$ cat src/rtl/addsub_hex_scan.sv
// addsub_hex_scan: registered WIDTH-bit add/subtract with carry/borrow flag and
// a time-multiplexed hex 7-segment scan of the result (NDIG = WIDTH/4 digits).
// Optional feature: define ADDSUB_LZ_BLANK_EN for leading-zero blanking.
module addsub_hex_scan #(
  parameter int WIDTH    = 8,
  parameter int SCAN_DIV = 1024
) (
  input  logic               clk,
  input  logic               rst,
  input  logic               in_valid,
  output logic               in_ready,
  input  logic [WIDTH-1:0]   a,
  input  logic [WIDTH-1:0]   b,
  input  logic               op_sub,
  output logic               res_valid,
  output logic [WIDTH-1:0]   result,
  output logic               ovf,
  output logic [6:0]         seg,
  output logic [WIDTH/4-1:0] an
);

  localparam int NDIG = WIDTH / 4;
  localparam int CW   = (SCAN_DIV > 2) ? $clog2(SCAN_DIV) : 1;
  localparam int DW   = (NDIG > 1) ? $clog2(NDIG) : 1;
  localparam logic [CW-1:0] SCAN_LAST = CW'(SCAN_DIV - 1);
  localparam logic [DW-1:0] DIG_LAST  = DW'(NDIG - 1);
  localparam logic [6:0]    SEG_OVF   = 7'b0011101;

  typedef enum logic [1:0] {IDLE, CALC, SHOW} state_t;

  state_t            state_q, state_d;
  logic [WIDTH-1:0]  a_q, b_q;
  logic              sub_q;
  logic [WIDTH-1:0]  result_q;
  logic              ovf_q;
  logic [CW-1:0]     scan_cnt_q;
  logic [DW-1:0]     d_q;
  logic              load, commit;
  logic [WIDTH:0]    sum_w;
  logic [3:0]        nib;
  logic              blank;

  function automatic logic [6:0] hex7(input logic [3:0] n);
    case (n)
      4'h0: hex7 = 7'b1111110;  4'h1: hex7 = 7'b0110000;
      4'h2: hex7 = 7'b1101101;  4'h3: hex7 = 7'b1111001;
      4'h4: hex7 = 7'b0110011;  4'h5: hex7 = 7'b1011011;
      4'h6: hex7 = 7'b1011111;  4'h7: hex7 = 7'b1110000;
      4'h8: hex7 = 7'b1111111;  4'h9: hex7 = 7'b1111011;
      4'hA: hex7 = 7'b1110111;  4'hB: hex7 = 7'b0011111;
      4'hC: hex7 = 7'b1001110;  4'hD: hex7 = 7'b0111101;
      4'hE: hex7 = 7'b1001111;  default: hex7 = 7'b1000111;
    endcase
  endfunction

  // FSM state register
  always_ff @(posedge clk) begin
    if (rst) state_q <= IDLE;
    else     state_q <= state_d;
  end

  // FSM next state, handshake and strobes; reset forces in_ready low
  always_comb begin
    state_d   = state_q;
    in_ready  = 1'b0;
    res_valid = 1'b0;
    load      = 1'b0;
    commit    = 1'b0;
    case (state_q)
      IDLE: begin
        in_ready = 1'b1;
        if (in_valid) begin
          load    = 1'b1;
          state_d = CALC;
        end
      end
      CALC: begin
        commit  = 1'b1;
        state_d = SHOW;
      end
      SHOW: begin
        in_ready  = 1'b1;
        res_valid = 1'b1;
        if (in_valid) begin
          load    = 1'b1;
          state_d = CALC;
        end
      end
      default: state_d = IDLE;
    endcase
    if (rst) in_ready = 1'b0;
  end

  // WIDTH+1-bit sum/difference; the top bit is carry for add, borrow for sub
  always_comb begin
    if (sub_q) sum_w = {1'b0, a_q} - {1'b0, b_q};
    else       sum_w = {1'b0, a_q} + {1'b0, b_q};
  end

  // Operand capture on handshake, result registration in CALC
  always_ff @(posedge clk) begin
    if (rst) begin
      a_q      <= '0;
      b_q      <= '0;
      sub_q    <= 1'b0;
      result_q <= '0;
      ovf_q    <= 1'b0;
    end else begin
      if (load) begin
        a_q   <= a;
        b_q   <= b;
        sub_q <= op_sub;
      end
      if (commit) begin
        result_q <= sum_w[WIDTH-1:0];
        ovf_q    <= sum_w[WIDTH];
      end
    end
  end

  assign result = result_q;
  assign ovf    = ovf_q;

  // Free-running scan divider and digit index, independent of the FSM
  always_ff @(posedge clk) begin
    if (rst) begin
      scan_cnt_q <= '0;
      d_q        <= '0;
    end else if (scan_cnt_q == SCAN_LAST) begin
      scan_cnt_q <= '0;
      d_q        <= (d_q == DIG_LAST) ? '0 : d_q + 1'b1;
    end else begin
      scan_cnt_q <= scan_cnt_q + 1'b1;
    end
  end

`ifdef ADDSUB_LZ_BLANK_EN
  // Blank the current digit when it and every nibble above it are zero
  always_comb begin
    blank = 1'b0;
    for (int unsigned i = 1; i < NDIG; i++) begin
      if (d_q == DW'(i) && ((result_q >> (4 * i)) == '0)) blank = 1'b1;
    end
    if (ovf_q) blank = 1'b0;
  end
`else
  assign blank = 1'b0;
`endif

  // Digit select and segment decode for the current scan slot
  always_comb begin
    nib = 4'h0;
    an  = '0;
    seg = '0;
    for (int unsigned i = 0; i < NDIG; i++) begin
      if (d_q == DW'(i)) nib = result_q[4*i +: 4];
    end
    if (state_q == SHOW && !blank) begin
      for (int unsigned i = 0; i < NDIG; i++) begin
        an[i] = (d_q == DW'(i));
      end
      seg = ovf_q ? SEG_OVF : hex7(nib);
    end
  end

endmodule

$ cat config.mk
export PLATFORM = sky130hd
export DESIGN_NAME = addsub_hex_scan
export DESIGN_NICKNAME = d
export VERILOG_FILES = /design/src/rtl/addsub_hex_scan.sv
export SDC_FILE = /design/constraint.sdc
export NUM_CORES = 1
export LEC_CHECK = 0
export CORE_MARGIN = 2
export CORE_UTILIZATION = 35
export DETAILED_ROUTE_END_ITERATION = 8
export PLACE_DENSITY = 0.59
export REMOVE_ABC_BUFFERS = 1
export SYNTH_ARGS = -nofsm -noshare
export SYNTH_HDL_FRONTEND = slang
export SYNTH_SLANG_ARGS = --single-unit
export TNS_END_PERCENT = 50
$ cat constraint.sdc
create_clock -name clk -period 3.3 [get_ports clk]
set_input_delay 0.33 -clock clk [delete_from_list [all_inputs] [get_ports clk]]
set_output_delay 0.33 -clock clk [all_outputs]
set_load 0.1 [all_outputs]
# Yosys cells after proc, flatten, opt, wreduce, memory -nomap -nowiden
# Memory sizes are Yosys's and may differ from the RTL's.
# Cells that the tools add are included.
# word_totals
input_bits	20
n_memories	1
wordCells	35
latch_bits	0
ramBits	0
ff_bits	39
mem_bits_ro	112
# op_classes
n_eq_ne	4
addsub	4
mux	14
order_cmp	0
multipliers	0
div_mod_pow	0
bitwise	1
n_reduce_logical	3
shift	0
# memory_table
name	words	width	read_ports	rd_clocked_by_memory_dff	write_ports	line_no	source
(name not given)	16	7	1	0	0	44	case (n)
# op_table
cell	n
7-bit 2-to-1 mux	2
10-bit by 1-bit adder with 10-bit output (second input constant)	1
10-bit equality test (second input constant)	1
8-bit by 8-bit adder with 9-bit output	1
9-bit 2-to-1 mux	1
8-bit by 8-bit subtractor with 9-bit output	1
1-bit 2-to-1 mux	7
2-bit 2-to-1 mux	2
4-bit 2-to-1 mux	1
2-bit case mux with 2 select lines	1
2-bit OR reduction	2
2-bit by 1-bit equality test with 1-bit output (second input constant)	1
2-bit equality test (second input constant)	1
2-bit logical NOT	1
2-bit by 1-bit != test with 1-bit output (second input constant)	1
1-bit adder (second input constant)	1
1-bit NOT	1

# Depth between registers and ports, before layout
# Gate-level depths: netlist of the first run.
# depth
ltp_word	4
ltp_mapped	10

# Worst setup path after synthesis of the first run
# Ideal clock, no wire load.
# synth_path
path_kind	reg-to-output
start	register result_q[4], in the netlist result[4]
end	output port seg[5]
path_slack_ps	-1061
required_time_ps	2970
arrival_ps	4031
stages_incl_launch_ff	4
n_path_buf	0
path_cell_list	dfxtp_1 -> mux2i_1 -> ha_1 -> a221oi_1
# synth_via
elab_chain_len	4
# synth_rtl
element	line_no	source
start: declaration	34	logic [WIDTH-1:0] result_q;
start signal: assignment	115	result_q <= sum_w[WIDTH-1:0];
4-bit 2-to-1 mux	156	if (d_q == DW'(i)) nib = result_q[4*i +: 4];
memory read 16 x 7 bit	--	
7-bit 2-to-1 mux	162	seg = ovf_q ? SEG_OVF : hex7(nib);
7-bit 2-to-1 mux	158	if (state_q == SHOW && !blank) begin
end: declaration	18	output logic [6:0] seg,
# Every way passes these cells.

# Final worst setup path of the first run
# layout_path
start	register d_q
end	output port seg[3]
# layout_via
elab_chain_len	4
# layout_rtl
element	line_no	source
start: declaration	37	logic [DW-1:0] d_q;
start signal: assignment	131	d_q <= (d_q == DIG_LAST) ? '0 : d_q + 1'b1;
4-bit 2-to-1 mux	156	
memory read 16 x 7 bit	--	
7-bit 2-to-1 mux	162	
7-bit 2-to-1 mux	158	
# Every way passes these cells.

==> results.md, run 1 <==
- Status: finished clean
- Setup crit start: d_q
- Fin crit share: 0.906
- Largest family of logic cells by synthesized area: simple AND/OR/NAND/NOR gates
- Area contributors post-synth: dfxtp_1, ha_1, nand2_1
- Fill count: 650
- Total power: about 1400 uW
- Vias in the first global route: 1782
- Gp weighted congestion: 0.754
- GRT overflow: 0
- Post-Synth XOR/XNOR Area: 0.0647
- Worst Setup End Kind: primary output
- Final Hold Vio Count: 0
- Routed WL: about 4700 um
- Mux contribution to synthesized area: 0.0435
- Diode count: 0
- Leakage: roughly 0.0012 uW
- Avg Cell Area, Syn: about 8 um2
- CTS tree: yes
- Mapped Cells: between 200 and 300
- CP max FO: 8
- FFs w/ async S/R, synth: 0
- Layout Cell Area excl Fill: about 2900 um2
- Ports: 40
- CP Launch Type: flip-flop
- Global-route wire length before repair: approximately 8000 um
- Slew @ Worst Pin: 0.975 ns
- Largest net degree at the start of global routing: 19
- Hold_ws: 0.462 ns
- Final ANT Viol Nets: 0
- Starting density of the core: 0.362
- Reg-to-reg slack, setup: 0.83 ns
- Iteration-0 DRC Markers: 70
- Worst EP required: between 2 and 3 ns
- Pwr dens: roughly 480 nW/um2
- Yosys cell types: between 40 and 50
- Post-CTS Setup Inserts: 0
- Hold Crit Class: reg -> reg
- Clock Latency Late Sink: 0.29 ns
- Crit path max-delay family: flip-flops
- Post-CTS Hold Fix Bufs: 0
- Inserted Clock Buffers: 5
- Post-synth EDFFs: 0
- Area post-placement: 2760 um2
- Rel. slew slack: 0.348
- DRC viols: 0
- Mapped Area: 2300 um2
- Root buf cell: clkbuf_8
- Nets: 360
- Worst R2R End: ovf
- Synthesized flop and latch total: 39
- H-tree Lvls: 2
- Share of the synthesized area in the top cell type: 0.339
- Worst R2R Path Depth: 9
- Die ar.: ~7200 um2
- Simple-Gate Fraction of Synth Area: 0.256
- Peak supply drop: 0.240 mV
- Critical path class: reg -> out
- Via-per-instance ratio: slightly below 5
- Largest stage delay, worst path: ~0.58 ns
- Post-Synth Adder-Cell Area: 0.0958
- Max_cap viols: 0
- Post-synthesis sequential area ratio: 0.339
- DR vias: approximately 2k
- Die Wd: around 85 um
- Worst clock skew: ~0.0086 ns
- Final design utilization: 0.454
- # setup viols final: 0
- WP depth: 9
- Gr usage total: 0.135
- Largest area contributor in the netlist: dfxtp_1
- Die Y: 85.1 um
- Worst EP arrival: between 2 and 3 ns
- Post-cts gate resize count: 0
- Synthesis warning total: 0
- Drt wl/cell: between 10 and 15 um
- Clock tree buffer depth: 2
- Final HPWL DP: roughly 3700 um
- Crit-path slowest cell: dfxtp_1
- WP buf/inv: 3
- Synth Area in Compound Gates: 0.153
- Setup repair after global routing missed its margin: false
- Row count: 29
- Final Critical Period: ~3.0 ns
- Fmax: 334 MHz
- Share of cells above drive strength 1: 0.0957
- Core area: 6350 um2
- Port-buffer cells: 39
- Worst-path clk slew: 0.08 ns
- Initial antenna violation count: 0
- Critical path cell sequence: mux2i_1 -> inv_1 -> ha_1 -> inv_1 -> nor2_1 -> a211oi_1 -> nor3_1 -> nor2_1 -> buf_12
- Max Slew Vio Count: 0
- TritonRoute pass-1 iters: 4
- Worst setup endpoint: seg[3]
- Top_reg_cell synth: dfxtp_1
- CTS Sinks: 39
- Area delta synth->final: 25.2%
- Reg2reg start: b_q[2]
==> how the worst min path moves through the flow <==
| stage | from | to | slack [ns] | cells past startpoint |
|---|---|---|---|---|
| 6_report | a_q[0] | a_q[0] | 0.46 | 2 |
| 5_1_grt | a_q[4] | a_q[4] | 0.48 | 2 |
| 4_1_cts | a_q[0] | a_q[0] | 0.47 | 2 |
| 3_5_place_dp | scan_cnt_q[0] | scan_cnt_q[0] | 0.45 | 1 |
| 3_3_place_gp | a_q[0] | a_q[0] | 0.45 | 2 |
| 2_1_floorplan | rst | a_q[0] | 0.40 | 1 |
==> state kept, by name (all words and copies together) (netlist names) <==
name / cells
scan_cnt_q: 10
a_q: 8
b_q: 8
result: 8
state_q: 2
d_q: 1
ovf: 1
sub_q: 1
==> worst min-delay path, stage by stage (launching register included) <==
cell and delay [ns]:
dfxtp_1 0.32, nand2_1 0.05, a21oi_1 0.05
==> cell usage after synthesis (5+ instances only) <==
| master | count |
|---|---|
| a211oi_1 | 7 |
| a21oi_1 | 27 |
| a31oi_1 | 5 |
| and3_1 | 5 |
| clkbuf_1 | 8 |
| dfxtp_1 | 39 |
| ha_1 | 16 |
| inv_1 | 11 |
| nand2_1 | 44 |
| nand2b_1 | 6 |
| nand3_1 | 7 |
| nor2_1 | 39 |
| nor3_1 | 8 |
| xnor2_1 | 10 |
| xor2_1 | 7 |
==> cell families (layout without fill, tap and decap cells) <==
group,after synthesis,count (layout)
simple gates,126,126
compound gates,56,56
flops,39,39
buf+inv,24,61
fa+ha+maj,17,17
xor+xnor,17,17
mux,8,8
==> cell type report <==
| cell class | instances | area [um2] | share of cell area |
|---|---|---|---|
| Clock inverter | 2 | 35.0 | 0.0122 |
| Tap cell | 77 | 96.3 | 0.0334 |
| Multi-Input combinational cell | 224 | 1410 | 0.489 |
| Clock buffer | 6 | 82.6 | 0.0287 |
| Sequential cell | 39 | 781 | 0.271 |
| Inverter | 11 | 41.3 | 0.0143 |
| Timing Repair Buffer | 42 | 435 | 0.151 |
==> cells in the final DEF, fill, tap and decap left out, drive strengths merged, types with 2 or more instances in the layout <==
master and instances:
nand2 44, nor2 40, dfxtp 39, clkdlybuf4s50 28, a21oi 27, ha 16
buf 14, inv 11, xnor2 10, nor3 8, a211oi 7, nand3 7
xor2 7, nand2b 6, clkbuf 6, a31oi 5, and3 5, mux2i 5
o21ai 5, nor2b 3, mux2 3, and2 3, o21a 2, a21o 2
o31ai 2, nor4b 2, nor4 2, or2b 2
==> report_power, final <==
| part | total, uW | switching (uW) | internal, uW |
|---|---|---|---|
| Combinational | 454 | 285 | 169 |
| Clock | 409 | 164 | 245 |
| Sequential | 528 | 30.0 | 498 |
==> routing by layer <==
metal | wire length, um | track usage
met5 | 0 | 0
met2 | 2150 | 0.219
met4 | 53 | 0.0563
met3 | 229 | 0.0331
met1 | 2300 | 0.170
==> stage by stage <==
| stage | setup slack (ns) | cells | setup TNS, ns |
|---|---|---|---|
| 3_5_place_dp | 0.627 | 393 | 0 |
| 2_1_floorplan | -1.06 | 274 | -2.91 |
| 4_1_cts | 0.312 | 401 | 0 |
| 3_3_place_gp | 0.794 | 393 | 0 |
| 5_1_grt | 0.119 | 401 | 0 |
| 6_report | 0.310 | 401 | 0 |
Note: power is estimated with default switching activity, not from simulation.
==> run 2: changes to the inputs <==
--- a/config.mk
+++ b/config.mk
@@ -5,11 +5,13 @@
 export SDC_FILE = /design/constraint.sdc
 export NUM_CORES = 1
 export LEC_CHECK = 0
+export CORE_ASPECT_RATIO = 0.9
 export CORE_MARGIN = 2
 export CORE_UTILIZATION = 35
 export DETAILED_ROUTE_END_ITERATION = 8
 export PLACE_DENSITY = 0.59
 export REMOVE_ABC_BUFFERS = 1
+export SLEW_MARGIN = 20
 export SYNTH_ARGS = -nofsm -noshare
 export SYNTH_HDL_FRONTEND = slang
 export SYNTH_SLANG_ARGS = --single-unit
==> run 2 against run 1 <==
  * Fmax up 1.9%
  * Non-clock buffer count did not move
  * Routed wire length grew 2.8%
  * Largest power group unchanged
  * Highest routed layer unchanged
  * Largest cell class unchanged
  * Critical endpoint unchanged
==> results.md, run 2 (synthesis gave the netlist of run 1 again) <==
- Seq pwr share: 0.404
- Area delta synth->final: 25.2%
- CP Launch Type: flip-flop
- Worst-path clk slew: roughly 0.070 ns
- Multi-input logic area: roughly 1400 um2
- HP Start: a_q[7]
- Worst clock skew: roughly 0.0061 ns
- Initial antenna violation count: 0
- Ports: 40
- Root buf cell: clkbuf_8
- Final HPWL DP: 3840 um
- Via-per-instance ratio: about 4.8
- Sequential Area: between 700 and 800 um2
- Die Wd: approximately 90 um
- Clk pwr share: 0.247
- # setup viols final: 0
- Max_cap viols: 0
- Post-cts gate resize count: 0
- Sw Share: 0.363
- Switch Pwr: approximately 470 uW
- Hold Crit Class: reg -> reg
- Rel. slew slack: 0.352
- Logic pwr share: 0.349
- Fmax: 341 MHz
- Die Y: 80.9 um
- Fin crit share: 0.889
- Most common cell after layout, fill and taps aside: nand2_1
- Layout Cell Area excl Fill: approximately 2900 um2
- Worst EP required: 2.97 ns
- Critical path cell sequence: mux2i_1 -> inv_1 -> ha_1 -> inv_1 -> nor2_1 -> a211oi_1 -> nor3_1 -> nor2_1 -> buf_12
- Pwr dens: about 450 nW/um2
- Final ANT Viol Nets: 0
- Clock Latency Late Sink: between 0.2 and 0.3 ns
- Slew @ Worst Pin: between 0.9 and 1 ns
- Most frequent cells in the layout: nand2_1, nor2_1, dfxtp_1
- Met1 wire length: between 2000 and 2500 um
- Max reg flops: 10
- Port-buffer cells: 39
- Final design utilization: 0.444
- Setup repair after global routing missed its margin: false
- Metal2 WL: between 2000 and 2500 um
- Die ar.: ~7200 um2
- Status: finished clean
- Clock tree buffer depth: 2
- Critical path class: reg -> out
- Final Critical Period: roughly 3 ns
- Setup crit start: d_q
- Global-route wire length before repair: between 8000 and 9000 um
- Core area: 6480 um2
- Max Slew Vio Count: 0
- Crit-path slowest cell: dfxtp_1
- Drt wl/cell: ~12 um
- Worst Setup End Kind: primary output
- Worst R2R End: ovf
- Fill count: about 670
- CP max FO: 8
- Gr usage total: 0.142
- Most flops, register: scan_cnt_q
- Area post-placement: approximately 2800 um2
- CTS tree: yes
- Inserted Clock Buffers: 5
- Reg2reg start: b_q[0]
- Post-CTS Hold Fix Bufs: 0
- Worst setup endpoint: seg[3]
- DR top layer: met4
- WP depth: 9
- Iteration-0 DRC Markers: 68
- Crit path max-delay family: flip-flops
- TritonRoute pass-1 iters: 4
- Row count: 28
- Worst EP arrival: between 2 and 3 ns
- CTS Sinks: 39
- WP buf/inv: 3
- Largest net degree at the start of global routing: 19
- Share of cells above drive strength 1: 0.0929
- Routed WL: slightly below 5000 um
- Leakage: 0.00115 uW
- DRC viols: 0
- Hold depth: 2
- Final Hold Vio Count: 0
- Largest stage delay, worst path: 0.58 ns
- H-tree Lvls: 2
- Gp weighted congestion: 0.771
- Reg-to-reg slack, setup: about 0.82 ns
- Nets: 360
- DR vias: about 2k
- Worst R2R Path Depth: 9
- GRT overflow: 0
- Diode count: 0
- Vias in the first global route: 1801
- Starting density of the core: 0.355
- Metal3 WL: about 170 um
- Int Power: about 830 uW
- Post-CTS Setup Inserts: 0
- Peak supply drop: 0.179 mV
run 2: cell types whose count changed in the layout (fill, tap and decap cells not counted), sizes merged:
cell    delta
bufinv     -1
run 2: area by class of cell:
cell class,instances,share of cell area
repair buffers,42,0.156
clock inverters,1,0.00174
flip-flops and latches,39,0.271
multi-input cells,224,0.489
well taps,90,0.0391
clock buffers,6,0.0287
inverters,11,0.0143
run 2: worst reg2reg max path, stage by stage (launching register included):
cell,delay (ns)
dfxtp_1,0.41
inv_1,0.09
ha_1,0.29
mux2_2,0.30
fa_1,0.43
nand2b_1,0.19
a21oi_1,0.23
o21ai_2,0.10
mux2_4,0.30
nor2_2,0.09
run 2: how the worst min path moves through the flow:
| stage | endpoint | slack, ns |
|---|---|---|
| after floorplan | a_q[0] | 0.40 |
| after global placement | a_q[0] | 0.45 |
| after detailed placement | scan_cnt_q[0] | 0.46 |
| after CTS | a_q[7] | 0.47 |
| after global routing | a_q[6] | 0.49 |
| final | a_q[7] | 0.47 |
run 2: power groups by stage:
| stage | Combinational [uW] | Sequential, uW | Clock (uW) |
|---|---|---|---|
| 6_report | 455 | 528 | 323 |
| 5_1_grt | 499 | 533 | 351 |
| 4_1_cts | 459 | 529 | 332 |
| 3_5_place_dp | 458 | 540 | 0 |
| 3_3_place_gp | 455 | 539 | 0 |
| 2_1_floorplan | 260 | 610 | 0 |
run 2: per-stage QoR:
| stage | total power, uW | instances | hold WS (ns) | worst slack [ns] | setup TNS (ns) |
|---|---|---|---|---|---|
| floorplan | 870 | 274 | 0.399 | -1.06 | -2.91 |
| global placement | 994 | 406 | 0.447 | 0.785 | 0 |
| detailed placement | 998 | 406 | 0.456 | 0.665 | 0 |
| CTS | 1320 | 413 | 0.469 | 0.350 | 0 |
| global route | 1380 | 413 | 0.492 | 0.0624 | 0 |
| finish | 1310 | 413 | 0.466 | 0.365 | 0 |
run 2: metal layers:
layer  track usage  vias to the layer above
met2         0.237                       34
li1              -                     1050
met1         0.187                      904
met5             0                        -
met4        0.0358                        0
met3        0.0274                        5
